### src/rtl/pio_pkg.sv
// Shared register map, STATUS bit positions and pulse FSM states for the pulse PIO.
package pio_pkg;

  localparam logic [1:0] ADDR_DATA      = 2'd0;
  localparam logic [1:0] ADDR_PULSE_LEN = 2'd1;
  localparam logic [1:0] ADDR_PULSE     = 2'd2;
  localparam logic [1:0] ADDR_STATUS    = 2'd3;

  localparam int BUSY_BIT = 0;
  localparam int DONE_BIT = 1;

  typedef enum logic {
    IDLE,
    ACTIVE
  } pulse_state_t;

endpackage

### src/rtl/pio_pulse_timer.sv
// Pulse-length counter and IDLE/ACTIVE sequencer; busy spans exactly max(len,1) clocks.
module pio_pulse_timer
  import pio_pkg::*;
#(
  parameter int unsigned CNT_W = 16
) (
  input  logic             clk,
  input  logic             reset_n,
  input  logic             start,
  input  logic [CNT_W-1:0] len,
  output logic             busy,
  output logic             done_pulse
);

  pulse_state_t     state;
  logic [CNT_W-1:0] count;

  // done_pulse marks the last active cycle, so the owner of the mask clears it on the same edge the FSM leaves ACTIVE.
  assign busy       = (state == ACTIVE);
  assign done_pulse = (state == ACTIVE) && (count == '0);

  always_ff @(posedge clk or negedge reset_n) begin
    if (!reset_n) begin
      state <= IDLE;
      count <= '0;
    end else begin
      case (state)
        IDLE: begin
          if (start) begin
            count <= (len == '0) ? '0 : len - CNT_W'(1);
            state <= ACTIVE;
          end
        end
        ACTIVE: begin
          if (count == '0) begin
            state <= IDLE;
          end else begin
            count <= count - CNT_W'(1);
          end
        end
        default: state <= IDLE;
      endcase
    end
  end

endmodule

### src/rtl/pio_pulse_out.sv
// Avalon-MM output port: software-level bits plus hardware-timed inversion pulses.
// Define PIO_PULSE_IRQ_EN to add the sticky done flag (STATUS bit1) and the irq output.
module pio_pulse_out
  import pio_pkg::*;
#(
  parameter int unsigned      WIDTH         = 8,
  parameter logic [WIDTH-1:0] RESET_VALUE   = '0,
  parameter int unsigned      CNT_W         = 16,
  parameter int unsigned      PULSE_DEFAULT = 1000
) (
  input  logic             clk,
  input  logic             reset_n,
  input  logic [1:0]       address,
  input  logic             chipselect,
  input  logic             write_n,
  input  logic [31:0]      writedata,
  output logic [31:0]      readdata,
  output logic [WIDTH-1:0] out_port
`ifdef PIO_PULSE_IRQ_EN
  ,
  output logic             irq
`endif
);

  logic [WIDTH-1:0] data_q;
  logic [WIDTH-1:0] mask_q;
  logic [CNT_W-1:0] len_q;
  logic             wr_en;
  logic             start;
  logic             busy;
  logic             done_pulse;
  logic             unused_wdata;

  assign wr_en        = chipselect & ~write_n;
  assign start        = wr_en && (address == ADDR_PULSE) && (writedata[WIDTH-1:0] != '0) && !busy;
  assign unused_wdata = ^writedata;

  always_ff @(posedge clk or negedge reset_n) begin
    if (!reset_n) begin
      data_q <= RESET_VALUE;
      len_q  <= CNT_W'(PULSE_DEFAULT);
      mask_q <= '0;
    end else begin
      if (wr_en && (address == ADDR_DATA)) data_q <= writedata[WIDTH-1:0];
      if (wr_en && (address == ADDR_PULSE_LEN)) len_q <= writedata[CNT_W-1:0];
      if (start) begin
        mask_q <= writedata[WIDTH-1:0];
      end else if (done_pulse) begin
        mask_q <= '0;
      end
    end
  end

  // Both operands are flops, so writedata never reaches the pins combinationally.
  assign out_port = data_q ^ mask_q;

  pio_pulse_timer #(
    .CNT_W(CNT_W)
  ) u_timer (
    .clk       (clk),
    .reset_n   (reset_n),
    .start     (start),
    .len       (len_q),
    .busy      (busy),
    .done_pulse(done_pulse)
  );

`ifdef PIO_PULSE_IRQ_EN
  logic done_q;

  // Set has priority so a clear racing the pulse end cannot lose the event.
  always_ff @(posedge clk or negedge reset_n) begin
    if (!reset_n) begin
      done_q <= 1'b0;
    end else if (done_pulse) begin
      done_q <= 1'b1;
    end else if (wr_en && (address == ADDR_STATUS) && writedata[DONE_BIT]) begin
      done_q <= 1'b0;
    end
  end

  assign irq = done_q;
`endif

  always_comb begin
    readdata = '0;
    case (address)
      ADDR_DATA:      readdata[WIDTH-1:0] = data_q;
      ADDR_PULSE_LEN: readdata[CNT_W-1:0] = len_q;
      ADDR_PULSE:     readdata[WIDTH-1:0] = mask_q;
      ADDR_STATUS: begin
        readdata[BUSY_BIT] = busy;
`ifdef PIO_PULSE_IRQ_EN
        readdata[DONE_BIT] = done_q;
`endif
      end
      default: readdata = '0;
    endcase
  end

endmodule

### config.mk
export PLATFORM = sky130hd
export DESIGN_NAME = pio_pulse_out
export DESIGN_NICKNAME = d
export VERILOG_FILES = /design/src/rtl/pio_pkg.sv /design/src/rtl/pio_pulse_timer.sv /design/src/rtl/pio_pulse_out.sv
export SDC_FILE = /design/constraint.sdc
export NUM_CORES = 1
export LEC_CHECK = 0
export BUFFER_PORTS_ARGS = -buffer_cell sky130_fd_sc_hd__buf_4
export CORE_MARGIN = 2
export CORE_UTILIZATION = 48
export DETAILED_ROUTE_END_ITERATION = 12
export PLACE_DENSITY = 0.76
export SYNTH_ARGS = -nofsm -noshare
export SYNTH_HDL_FRONTEND = slang
export SYNTH_SLANG_ARGS = --single-unit
export TNS_END_PERCENT = 100
### constraint.sdc
create_clock -name clk -period 2.03 [get_ports clk]
set_input_delay 0.1015 -clock clk [delete_from_list [all_inputs] [get_ports clk]]
set_output_delay 0.1015 -clock clk [all_outputs]
set_load 0.02 [all_outputs]
==> run summary <==
Flops & latches, synth: 49
Root Buffer: clkbuf_8
Overall die width: 83.83 um
Top-Level Pins: 78
Clock sink count: 49
Area grow syn2layout: 30.84%
Largest family of logic cells by synthesized area: simple AND/OR/NAND/NOR gates
Pre-Repair DR Iteration Count: 4
Final ANT Viol Nets: 0
Synth top area cells: dfrtp_1 (35%), mux2_2 (8.5%), dfstp_2 (5.2%)
Clock Latency Late Sink: 300 ps
Vias: 2,716
Critical path endpoint category: register
Full die area: 0.007027 mm^2
Final min period: 2075 ps
Clock-pin slew on the worst setup and hold paths: 90 ps
Outcome: finished with violations
Ant diodes: 0
Share of cells above drive strength 1: 0.4020
H-tree depth: 2
Hold/Removal Path Class: in -> reg
Mapped Cells: 309
Largest net degree at the start of global routing: 50
Max FO, Critical Path: 4
Fillers: 490
Simple-Gate Fraction of Synth Area: 0.1894
Vias/cell: 5.718
Power, Total: 4.791 mW
Nets: 438
Final setup viols: 3
Most common cell in the netlist: dfrtp_1
Top_reg_cell synth: dfrtp_1
Std-Cell Rows: 29
Synth top area share: 0.3517
Die Y: 83.83 um
Crit path kind: reg -> reg
Fmax: 482.0 MHz
Sum Neg Setup Slack: -92.48 ps
Cell Pwr Density: 1197 mW/mm^2
Setup WS post-layout: -44.89 ps
Worst Clk Skew: 4.384 ps
Failing checks: setup timing
Yosys warns: 0
Global Route Usage Sum: 0.2246
EDFF count, synth: 0
DP Worst Slack: -82.81 ps
Most common library cells after synthesis: dfrtp_1 (43), nand2_1 (25), mux2_2 (23)
Startpoint Class: register
Crit path required time: 2200 ps
Leak: 1.798 nW
Grt total ovfl: 0
Sequential share of the synthesized area: 0.4033
Synth unique cells: 57
Initial Util: 0.4902
Max Slew Vio Count: 0
Avg Cell Area, Syn: 9.900 um^2
Routed WL: 7949 um
Max cap viols: 0
Most area-hungry cell type in the Yosys netlist: dfrtp_1
Mux cell area share after synthesis: 0.1215
Async S/R FF share, synth: 1.000
RePlAce Congestion: 0.9715
Final hold viol count: 0
Area of the core: 0.006241 mm^2
HPWL after DPL: 5546 um
Worst IR Drop VDD: 0.8646 mV
Fin crit share: 1.022
Tightest Pin Transition: 627.6 ps
First-iteration detailed-routing DRC count: 158
IO buf count: 45
Number of global-route vias before repair: 2,668
Max clock buf depth: 2
RSZ-0062 raised after global routing: yes
CTS tree: built
Adder-Cell Fraction of Synth Area: 0.01227
Routed WL per cell: 16.73 um
Num CTS Buffers: 5
Compound-Gate Fraction of Synth Area: 0.1497
# DRC: 0
Cell area after synthesis: 0.003059 mm^2
First-pass GRT wire length: 13,030 um
Initial antenna violation count: 0
WP data arrival: 2250 ps
Synth Area in XOR/XNOR: 0.04867
Relative slew slack: 0.5816
## what timing repair did
action                                  4_1_cts  5_1_grt
endpoints found under the setup margin       11       15
pin swaps                                     1        5
endpoints found under the hold margin        43        0
resized for setup                             8       15
hold buffers                                  1        0
buffers inserted                              0        3
## power by group
group	total, mW	switching, mW	internal [mW]
sequential	1.67	0.357	1.31
combinational	2.39	1.20	1.19
clock	0.733	0.332	0.401
## state kept, by name, summed over array words and instances, names as in the netlist
name,count
u_timer.busy,1
data_q,8
u_timer.count,16
mask_q,8
len_q,16
## layout make-up
| type | instances | area, um^2 | area share |
|---|---|---|---|
| clock inverters | 2 | 37.54 | 0.009378 |
| flip-flops and latches | 49 | 1234 | 0.3082 |
| repair buffers | 98 | 738.2 | 0.1844 |
| inverters | 7 | 26.28 | 0.006565 |
| clock buffers | 6 | 82.58 | 0.02063 |
| multi-input cells | 236 | 1788 | 0.4467 |
| well taps | 77 | 96.34 | 0.02407 |
## critical path: stages (launching register included)
cell and delay (ps):
dfrtp_1 440, inv_2 110, ha_4 140, or4b_4 510
nor4_4 290, mux2_4 340, nand2_2 60, nand3_2 50
## cell families after synthesis
kind of cell	after synthesis
adders and majority gates	3
and+or+nand+nor	106
AOI/OAI and AO/OA	61
muxes	33
buffers and inverters	39
DFF	49
other	1
xor gates and xnor gates	17
## path summary, 6_finish.rpt
| kind | cells past startpoint | slack (ps) | end | start |
|---|---|---|---|---|
| setup / recovery | 7 | -40 | u_timer.count[14] | len_q[1] |
| hold / removal | 2 | 30 | len_q[14] | writedata[14] |
| setup reg to reg | 7 | -40 | u_timer.count[14] | len_q[1] |
| hold reg to reg | 1 | 560 | mask_q[7] | mask_q[7] |
| max in group asynchronous | 2 | 1250 | mask_q[1] | reset_n |
| min in group asynchronous | 2 | 360 | u_timer.count[10] | reset_n |
## metal layers
metal,routed length [um],track usage
met1,3443,0.3114
met2,4097,0.3687
met3,296,0.02868
met4,111,0.06891
met5,0,0
## cells in the final DEF, fill, tap and decap left out, types with 5 or more instances in the layout
| master | Yosys | layout |
|---|---|---|
| buf_4 | 16 | 97 |
| dfrtp_1 | 43 | 43 |
| nand2_1 | 25 | 24 |
| mux2_2 | 23 | 22 |
| o21ai_0 | 18 | 18 |
| nor2_1 | 18 | 17 |
| conb_1 | 1 | 16 |
| mux2i_1 | 9 | 9 |
| nor4_1 | 14 | 9 |
| and2_1 | 8 | 8 |
| xor2_1 | 8 | 8 |
| a22o_1 | 8 | 8 |
| xnor2_1 | 9 | 8 |
| nor3_1 | 8 | 7 |
| a21oi_1 | 6 | 6 |
| a221o_1 | 6 | 6 |
| clkbuf_8 | 0 | 6 |
| dfstp_2 | 6 | 6 |
| inv_1 | 7 | 5 |
## per-stage QoR
step / instance area (um^2) / utilization / cells / hold slack, ps
finish: 4003 / 0.6413 / 475 / 27.94
global route: 4003 / 0.6413 / 475 / 23.02
CTS: 3899 / 0.6247 / 472 / 20.23
detailed placement: 3734 / 0.5982 / 463 / 161.8
global placement: 3734 / 0.5982 / 463 / 156.1
floorplan: 3132 / - / 324 / -194.1
(Power assumes the default switching activity.)
